[src/rtl/imm_gen_pkg.sv]
// Shared constants for the immediate-generation stage: RV opcodes,
// the 3-bit format tag and the skid-buffer occupancy encoding.
package imm_gen_pkg;

  localparam logic [6:0] OPC_ARITH_I = 7'b0010011;
  localparam logic [6:0] OPC_LOAD    = 7'b0000011;
  localparam logic [6:0] OPC_STORE   = 7'b0100011;
  localparam logic [6:0] OPC_BRANCH  = 7'b1100011;
  localparam logic [6:0] OPC_LUI     = 7'b0110111;
  localparam logic [6:0] OPC_AUIPC   = 7'b0010111;
  localparam logic [6:0] OPC_JAL     = 7'b1101111;
  localparam logic [6:0] OPC_JALR    = 7'b1100111;
  localparam logic [6:0] OPC_SYSTEM  = 7'b1110011;
  localparam logic [6:0] OPC_FENCE   = 7'b0001111;
  localparam logic [6:0] OPC_OP      = 7'b0110011;

  typedef enum logic [2:0] {
    FMT_R = 3'd0,
    FMT_I = 3'd1,
    FMT_S = 3'd2,
    FMT_B = 3'd3,
    FMT_U = 3'd4,
    FMT_J = 3'd5,
    FMT_Z = 3'd6
  } fmt_t;

  // Occupancy of the output register + skid entry
  localparam logic [1:0] ST_EMPTY = 2'd0;
  localparam logic [1:0] ST_ONE   = 2'd1;
  localparam logic [1:0] ST_FULL  = 2'd2;

endpackage

[src/rtl/imm_decode_comb.sv]
// Combinational immediate decoder: ir -> {imm, fmt, illegal, pcrel}.
// Optional macro IMM_GEN_ZICSR_EN: CSR*I instructions emit the 5-bit zimm
// with tag Z instead of the I-format immediate.
module imm_decode_comb
  import imm_gen_pkg::*;
#(
  parameter int XLEN = 32
) (
  input  logic [31:0]     i_ir,
  output logic [XLEN-1:0] o_imm,
  output fmt_t            o_fmt,
  output logic            o_illegal,
  output logic            o_pcrel
);

  logic [31:0] w_imm32;

  // Build the 32-bit immediate; every format's top bit is either ir[31]
  // or a zero (U low bits, zimm), so one sign-extension covers XLEN=64.
  always_comb begin
    w_imm32   = '0;
    o_fmt     = FMT_R;
    o_illegal = 1'b0;
    o_pcrel   = 1'b0;
    case (i_ir[6:0])
      OPC_ARITH_I, OPC_LOAD, OPC_JALR, OPC_FENCE: begin
        w_imm32 = {{20{i_ir[31]}}, i_ir[31:20]};
        o_fmt   = FMT_I;
      end
      OPC_SYSTEM: begin
        w_imm32 = {{20{i_ir[31]}}, i_ir[31:20]};
        o_fmt   = FMT_I;
`ifdef IMM_GEN_ZICSR_EN
        if (i_ir[14]) begin
          w_imm32 = {27'b0, i_ir[19:15]};
          o_fmt   = FMT_Z;
        end
`endif
      end
      OPC_STORE: begin
        w_imm32 = {{20{i_ir[31]}}, i_ir[31:25], i_ir[11:7]};
        o_fmt   = FMT_S;
      end
      OPC_BRANCH: begin
        w_imm32 = {{20{i_ir[31]}}, i_ir[7], i_ir[30:25], i_ir[11:8], 1'b0};
        o_fmt   = FMT_B;
        o_pcrel = 1'b1;
      end
      OPC_LUI: begin
        w_imm32 = {i_ir[31:12], 12'b0};
        o_fmt   = FMT_U;
      end
      OPC_AUIPC: begin
        w_imm32 = {i_ir[31:12], 12'b0};
        o_fmt   = FMT_U;
        o_pcrel = 1'b1;
      end
      OPC_JAL: begin
        w_imm32 = {{12{i_ir[31]}}, i_ir[19:12], i_ir[20], i_ir[30:21], 1'b0};
        o_fmt   = FMT_J;
        o_pcrel = 1'b1;
      end
      OPC_OP: ;
      // Unknown opcodes, including any with ir[1:0] != 2'b11
      default: o_illegal = 1'b1;
    endcase
  end

  assign o_imm = XLEN'($signed(w_imm32));

endmodule

[src/rtl/imm_gen_stage.sv]
// Registered immediate-generation stage with a 2-entry skid buffer.
// in_ready depends only on the occupancy register, so there is no
// combinational out_ready -> in_ready path.
// Optional macro IMM_GEN_ZICSR_EN (see imm_decode_comb).
module imm_gen_stage
  import imm_gen_pkg::*;
#(
  parameter int XLEN          = 32,
  parameter bit RESET_PC_ZERO = 1'b1
) (
  input  logic            clk,
  input  logic            rst,
  input  logic            in_valid,
  output logic            in_ready,
  input  logic [31:0]     in_ir,
  input  logic [XLEN-1:0] in_pc,
  output logic            out_valid,
  input  logic            out_ready,
  output logic [XLEN-1:0] out_imm,
  output logic [2:0]      out_fmt,
  output logic [XLEN-1:0] out_target,
  output logic            out_illegal
);

  logic [XLEN-1:0] w_imm;
  fmt_t            w_fmt;
  logic            w_illegal;
  logic            w_pcrel;
  logic [XLEN-1:0] w_target;

  logic [1:0]      r_state;
  logic [XLEN-1:0] r_out_imm,  r_skid_imm;
  logic [2:0]      r_out_fmt,  r_skid_fmt;
  logic            r_out_ill,  r_skid_ill;
  logic [XLEN-1:0] r_out_tgt,  r_skid_tgt;

  logic w_in_xfer, w_out_xfer, w_load_out, w_load_skid, w_skid_to_out;

  imm_decode_comb #(.XLEN(XLEN)) u_dec (
    .i_ir      (in_ir),
    .o_imm     (w_imm),
    .o_fmt     (w_fmt),
    .o_illegal (w_illegal),
    .o_pcrel   (w_pcrel)
  );

  // JALR is not pc-relative here; its register-relative target is formed later
  assign w_target = in_pc + (w_pcrel ? w_imm : XLEN'(4));

  assign in_ready  = (r_state != ST_FULL);
  assign out_valid = (r_state != ST_EMPTY);

  assign w_in_xfer     = in_valid & in_ready;
  assign w_out_xfer    = out_valid & out_ready;
  assign w_load_out    = w_in_xfer & ((r_state == ST_EMPTY) | w_out_xfer);
  assign w_load_skid   = w_in_xfer & (r_state == ST_ONE) & ~w_out_xfer;
  assign w_skid_to_out = (r_state == ST_FULL) & w_out_xfer;

  // Occupancy FSM; reset wins over any transfer and drops in-flight entries
  always_ff @(posedge clk) begin
    if (rst) begin
      r_state <= ST_EMPTY;
    end else begin
      case (r_state)
        ST_EMPTY: if (w_in_xfer) r_state <= ST_ONE;
        ST_ONE: begin
          if (w_in_xfer && !w_out_xfer)      r_state <= ST_FULL;
          else if (!w_in_xfer && w_out_xfer) r_state <= ST_EMPTY;
        end
        ST_FULL:  if (w_out_xfer) r_state <= ST_ONE;
        default:  r_state <= ST_EMPTY;
      endcase
    end
  end

  // Output registers (except target): fresh decode or the parked skid entry
  always_ff @(posedge clk) begin
    if (rst) begin
      r_out_imm <= '0;
      r_out_fmt <= '0;
      r_out_ill <= 1'b0;
    end else if (w_load_out) begin
      r_out_imm <= w_imm;
      r_out_fmt <= w_fmt;
      r_out_ill <= w_illegal;
    end else if (w_skid_to_out) begin
      r_out_imm <= r_skid_imm;
      r_out_fmt <= r_skid_fmt;
      r_out_ill <= r_skid_ill;
    end
  end

  generate
    if (RESET_PC_ZERO) begin : g_tgt_rst
      // Target register with reset to zero
      always_ff @(posedge clk) begin
        if (rst)                r_out_tgt <= '0;
        else if (w_load_out)    r_out_tgt <= w_target;
        else if (w_skid_to_out) r_out_tgt <= r_skid_tgt;
      end
    end else begin : g_tgt_norst
      // Data-only target register, no reset
      always_ff @(posedge clk) begin
        if (w_load_out)         r_out_tgt <= w_target;
        else if (w_skid_to_out) r_out_tgt <= r_skid_tgt;
      end
    end
  endgenerate

  // Skid entry parks an input accepted while the output is stalled
  always_ff @(posedge clk) begin
    if (w_load_skid) begin
      r_skid_imm <= w_imm;
      r_skid_fmt <= w_fmt;
      r_skid_ill <= w_illegal;
      r_skid_tgt <= w_target;
    end
  end

  assign out_imm     = r_out_imm;
  assign out_fmt     = r_out_fmt;
  assign out_illegal = r_out_ill;
  assign out_target  = r_out_tgt;

endmodule

[config.mk]
export PLATFORM = sky130hd
export DESIGN_NAME = imm_gen_stage
export DESIGN_NICKNAME = d
export VERILOG_FILES = /design/src/rtl/imm_gen_pkg.sv /design/src/rtl/imm_decode_comb.sv /design/src/rtl/imm_gen_stage.sv
export SDC_FILE = /design/constraint.sdc
export NUM_CORES = 1
export LEC_CHECK = 0
export CAP_MARGIN = 20
export CELL_PAD_IN_SITES_DETAIL_PLACEMENT = 1
export CELL_PAD_IN_SITES_GLOBAL_PLACEMENT = 1
export CORE_MARGIN = 2
export CORE_UTILIZATION = 43
export DETAILED_ROUTE_END_ITERATION = 16
export PLACE_DENSITY_LB_ADDON = 0.1
export SYNTH_ARGS = -nofsm -noshare
export SYNTH_HDL_FRONTEND = slang
export SYNTH_SLANG_ARGS = --single-unit
[constraint.sdc]
create_clock -name clk -period 14 [get_ports clk]
set_input_delay 2.8 -clock clk [delete_from_list [all_inputs] [get_ports clk]]
set_output_delay 2.8 -clock clk [all_outputs]
set_load 0.05 [all_outputs]
==> results of run 1 <==
routing by layer:
metal	global-route usage (%)	up-vias	part of all wire, %	wire [µm]
li1	-	3230	-	-
met1	37.6	3411	45	11500
met2	46.3	215	48	12200
met3	3.73	41	4.5	1150
met4	10.9	0	2.4	614
met5	0	-	0	0
power groups by stage:
stage	Sequential (mW)	Combinational (mW)	Clock [mW]
final	0.452	0.197	0.518
after global routing	0.453	0.208	0.538
after CTS	0.452	0.196	0.521
after detailed placement	0.460	0.194	0
after global placement	0.459	0.190	0
after floorplan	0.507	0.0709	0
sequential cells by signal, summed over array words and instances (netlist names):
signal and flops:
r_skid_imm 32, r_skid_fmt 3, r_skid_ill 1, out_fmt 3, r_skid_tgt 32, out_illegal 1, r_state 2, out_target 32
out_imm 32
tightest hold or removal path, cell delays in order (launching register included):
cell	delay [ns]
dfxtp_1	0.31
nand2_1	0.05
a21oi_1	0.06
area by class of cell:
| class | instances | area share (%) |
|---|---|---|
| well taps | 225 | 2.89 |
| repair buffers | 145 | 14.6 |
| clock buffers | 17 | 4.36 |
| inverters | 21 | 0.808 |
| clock inverters | 15 | 2.51 |
| multi-input cells | 621 | 39.5 |
| flip-flops and latches | 138 | 35.3 |
cells by family after synthesis:
| family | after synthesis | share of synthesized area (%) |
|---|---|---|
| buffers and inverters | 69 | 3.55 |
| other | 1 | 0.0497 |
| muxes | 11 | 1.48 |
| DFF | 138 | 45.6 |
| adders and majority gates | 32 | 5.41 |
| xor gates and xnor gates | 28 | 3.25 |
| AOI/OAI and AO/OA | 236 | 21.7 |
| and+or+nand+nor | 313 | 18.9 |
cells in the mapped netlist (all sizes together), types with 6 or more instances:
cell / instances
a22oi: 16
ha: 31
and3: 12
a22o: 6
clkbuf: 38
mux2i: 10
o21a: 9
nor2b: 26
o21ai: 28
buf: 10
a311oi: 25
a21o: 23
nor2: 67
nand2: 147
inv: 21
a211oi: 21
xor2: 13
dfxtp: 70
edfxtp: 68
nand3: 14
a21oi: 68
a31oi: 10
and2: 12
xnor2: 15
nor3: 8
final timing paths:
path | start | endpoint | slack [ns] | cells past startpoint
hold / removal | out_target[0] | out_target[0] | 0.47 | 2
setup / recovery | in_ir[3] | out_target[30] | 6.63 | 16
setup reg to reg | r_state[1] | out_imm[4] | 11.64 | 7
hold reg to reg | out_target[0] | out_target[0] | 0.47 | 2
stage by stage:
step / hold WS (ns) / worst slack (ns) / total power [mW]
final: 0.467 / 6.63 / 1.17
after global routing: 0.492 / 6.37 / 1.20
after detailed placement: 0.456 / 6.36 / 0.655
after floorplan: 0.495 / 7.50 / 0.578
after global placement: 0.448 / 6.56 / 0.649
after CTS: 0.464 / 6.70 / 1.17
==> results.cfg, run 1 <==
[min_path]
worstHoldPathType = flop to flop

[detailed_routing]
ant_nets = 0
avgRoutedWirePerCell_um = 21.6
first_pass_iters = 5
routed_wl_um = 25500
vias_per_cell = 5.84
num_vias = 6897
drc = 0
drtIter0Drc = 381

[layout]
fill_cells = 1947
antenna-diode-count = 0
finalInstanceArea_mm2 = 0.00975
multiInputGateArea_mm2 = 0.00385
final_cell_mix = nand2_1 (146), clkdlybuf4s50_1 (136), dfxtp_1 (70)
layout.cells.most_common = nand2_1
final_util_pct = 56.6
final_cell_count_no_fill = 1182
syn_to_final_growth_pct = 29.3
regArea_mm2 = 0.00344
final_nets = 1044
layout-drive-gt1-share_pct = 6.48

[power_and_ir_drop]
p_int_mw = 0.847
p_clk_share_pct = 44.4
power_density_mw_per_mm2 = 120
combPwrFrac_pct = 16.9
seq_power_share_pct = 38.7
p_sw_share_pct = 27.4
leakage_nw = 3.74
peakVddDrop_v = 0.0000844
p_switching_mw = 0.319

[floorplanning]
die_x_um = 136
fp.dieArea_mm2 = 0.0186
num_rows = 48
initial_utilization_pct = 43.8
die_y_um = 136
fp.coreArea_mm2 = 0.0172
io-pin-count = 138

[yosys]
avgSynthCellArea_um2 = 9.11
ys_warn_count = 0
ys.flop_type = dfxtp_1
ys_seq_area_share_pct = 45.6
ys_seq_elements = 138
synthTopCellsByArea = edfxtp_1 (27%), dfxtp_1 (19%), nand2_1 (7.3%)
syn-instance-count = 828
synth_edf_count = 68
yosysTopAreaCell = edfxtp_1
syn-cell-area_mm2 = 0.00754
synth_nets = 928
yosysTopAreaCellShare_pct = 27.1
synth_cell_types = 70
async_flop_share_pct = 0

[cts]
cts_tree = yes
htreeDepth = 4
cts.repair.resized = 0
cts_buffer_depth = 2
post_cts_buffers = 0
cts_root_buf = clkbuf_16
ctsHoldBuffers = 0
cts-buffers-inserted = 17
cts_sinks = 138
clkTransAtPathRegs_ns = 0.06
insertion_delay_ns = 0.43

[sta]
fmax_mhz = 136
maxSlewViolCount = 0
setup_tns_ns = 0
rsz0062_at_grt = no
finalHoldViolations = 0
min_period_ns = 7.37
tightestPinTransition_ns = 1.07
min_period_over_period_pct = 52.6
setup_viol = 0
clock_skew_ns = 0.00730
max-slew-margin-rel_pct = 28.9

[worst_setup_path]
cp.required_ns = 14.32
cp_common_cell = a21o_1
crit_buf_inv = 1
crit_path_start_kind = input pin
cp_max_fo = 12
max_stage_delay_ns = 0.70
critical-path-top-delay-family = simple AND/OR/NAND/NOR gates
crit_chain = clkdlybuf4s50_1 -> or3b_2 -> nand2_1 -> a21oi_1 -> o22a_1 -> nor2_1 -> a21o_1 -> nor2b_1 -> ha_1 -> a21o_1 -> a31o_2 -> a31oi_1 -> nor3b_1 -> o21ai_0 -> or4b_1 -> o311a_1
path_class = input pin to flop
slowest_stage = clkdlybuf4s50_1
setup.worst_path.end_class = flop
arrival_ns = 7.69

[grt]
grt_max_degree = 81
grt_pass1_wl_um = 39900
antenna_found_initial = 0
grt.overflow.total = 0
grt_pass1_vias = 7292
grt_use_total_pct = 28.1

[place]
hpwl_um = 17500
routabilityCongestion = 0.937
dp.cells = 1150
port_buffers = 137
place_area_mm2 = 0.00908

[status]
status = complete, no violations

[job]
drv_cap = 0
Note: power is estimated with default switching activity, not from simulation.
==> run 2: changes to the inputs <==
CORE_UTILIZATION = 40   (was 43)
clock period = 6.8 ns   (was 14 ns; I/O delays follow)
==> results.cfg, run 2 (synthesized netlist as in run 1, its figures left out) <==
[sta]
rsz0062_at_grt = no
max-slew-margin-rel_pct = 34.7
min_period_over_period_pct = 85.9
tightestPinTransition_ns = 0.980
maxSlewViolCount = 0
setup_tns_ns = 0
clock_skew_ns = 0.0145
finalHoldViolations = 0
setup_ws_ns = 0.957
fmax_mhz = 171
min_period_ns = 5.84
setup_viol = 0
hold_slack_ns = 0.482

[detailed_routing]
met1_length_um = 12200
drtIter0Drc = 397
route.met3.wl_um = 1130
top_layer_used = met4
avgRoutedWirePerCell_um = 21.6
num_vias = 6789
routed_wl_um = 25800
vias_per_cell = 5.68
ant_nets = 0
dr_wl_met2_um = 11900
first_pass_iters = 5
drc = 0

[layout]
antenna-diode-count = 0
layout.cells.most_common = nand2_1
final_nets = 1049
syn_to_final_growth_pct = 28.6
final_util_pct = 52.2
fill_cells = 2086
final_cell_mix = nand2_1 (146), clkdlybuf4s50_1 (136), dfxtp_1 (70)
layout-drive-gt1-share_pct = 6.96

[place]
dp_slack_ns = 0.620
hpwl_um = 18500
routabilityCongestion = 0.870
port_buffers = 137

[cts]
cts_sinks = 138
cts_root_buf = clkbuf_16
cts_tree = yes
ctsHoldBuffers = 0
cts_buffer_depth = 2
cts.repair.resized = 0
insertion_delay_ns = 0.44
clkTransAtPathRegs_ns = 0.07
cts-buffers-inserted = 17
post_cts_buffers = 0
htreeDepth = 4

[power_and_ir_drop]
seq_power_share_pct = 40.9
leakage_nw = 3.73
p_switching_mw = 0.700
p_sw_share_pct = 30.8
p_clk_share_pct = 41.2
peakVddDrop_v = 0.000168
p_int_mw = 1.57
power_density_mw_per_mm2 = 234
combPwrFrac_pct = 17.9

[status]
status = complete, no violations

[min_path]
worstHoldPathType = flop to flop
hold_depth = 2

[floorplanning]
die_x_um = 141
die_y_um = 141
num_rows = 50
fp.coreArea_mm2 = 0.0186
io-pin-count = 138
fp.dieArea_mm2 = 0.0200
initial_utilization_pct = 40.6

[grt]
grt.overflow.total = 0
grt_max_degree = 69
grt_pass1_wl_um = 40300
antenna_found_initial = 0
grt_pass1_vias = 7045
grt_use_total_pct = 26.1

[worst_setup_path]
cp_max_fo = 13
arrival_ns = 6.02
path_class = input pin to flop
cp.required_ns = 6.98
setup.worst_path.end_class = flop
crit_path_start_kind = input pin
worstRegToRegCells = 6

[job]
drv_cap = 0
-- run 2: changes by cell type in the layout (fill, tap and decap cells not counted), sizes merged --
cell	previous run	this run
buf	9	14
clkinvlp	4	2
inv	23	31
clkinv	3	2
bufinv	6	1
-- run 2: cell type report --
class	instances	area (µm²)	area share (%)
Timing Repair Buffer	150	1460	15.1
Multi-Input combinational cell	621	3850	39.7
Tap cell	234	293	3.02
Inverter	21	78.8	0.812
Sequential cell	138	3440	35.5
Clock inverter	15	149	1.53
Clock buffer	17	425	4.38
-- run 2: worst paths after layout --
check	startpoint	slack (ns)	to
hold / removal	out_target[0]	0.48	out_target[0]
setup reg to reg	r_state[1]	4.62	out_target[13]
hold reg to reg	out_target[0]	0.48	out_target[0]
setup / recovery	in_ir[2]	0.96	r_skid_tgt[31]
-- run 2: per-layer routing --
| metal | vias to the layer above | track usage (%) |
|---|---|---|
| met4 | 0 | 7.63 |
| li1 | 3243 | - |
| met1 | 3348 | 36.5 |
| met5 | - | 0 |
| met3 | 33 | 5.53 |
| met2 | 165 | 41.1 |
-- run 2: power by group through the flow --
stage	Sequential [mW]	Combinational (mW)	Clock, mW
6_report	0.929	0.406	0.936
5_1_grt	0.933	0.432	0.981
4_1_cts	0.929	0.407	0.951
3_5_place_dp	0.947	0.404	0
3_3_place_gp	0.945	0.397	0
2_1_floorplan	1.04	0.146	0
-- run 2: worst max-delay path, cell delays in order --
cell             delay, ns
clkdlybuf4s50_1       0.65
nor2_1                0.49
nand2_1               0.10
nor3_1                0.65
a22o_1                0.31
nor2b_1               0.16
ha_1                  0.29
and2_1                0.19
a221o_1               0.35
nor4_1                0.45
nor2_1                0.11
o21ai_0               0.39
nand2_1               0.17
a21oi_1               0.23
xor2_1                0.10
-- run 2: per-stage QoR --
| step | cells | instance area, µm² | power (mW) |
|---|---|---|---|
| floorplan | 828 | 7540 | 1.19 |
| global placement | 1164 | 9130 | 1.34 |
| detailed placement | 1164 | 9130 | 1.35 |
| CTS | 1196 | 9700 | 2.29 |
| global route | 1196 | 9700 | 2.35 |
| finish | 1196 | 9700 | 2.27 |
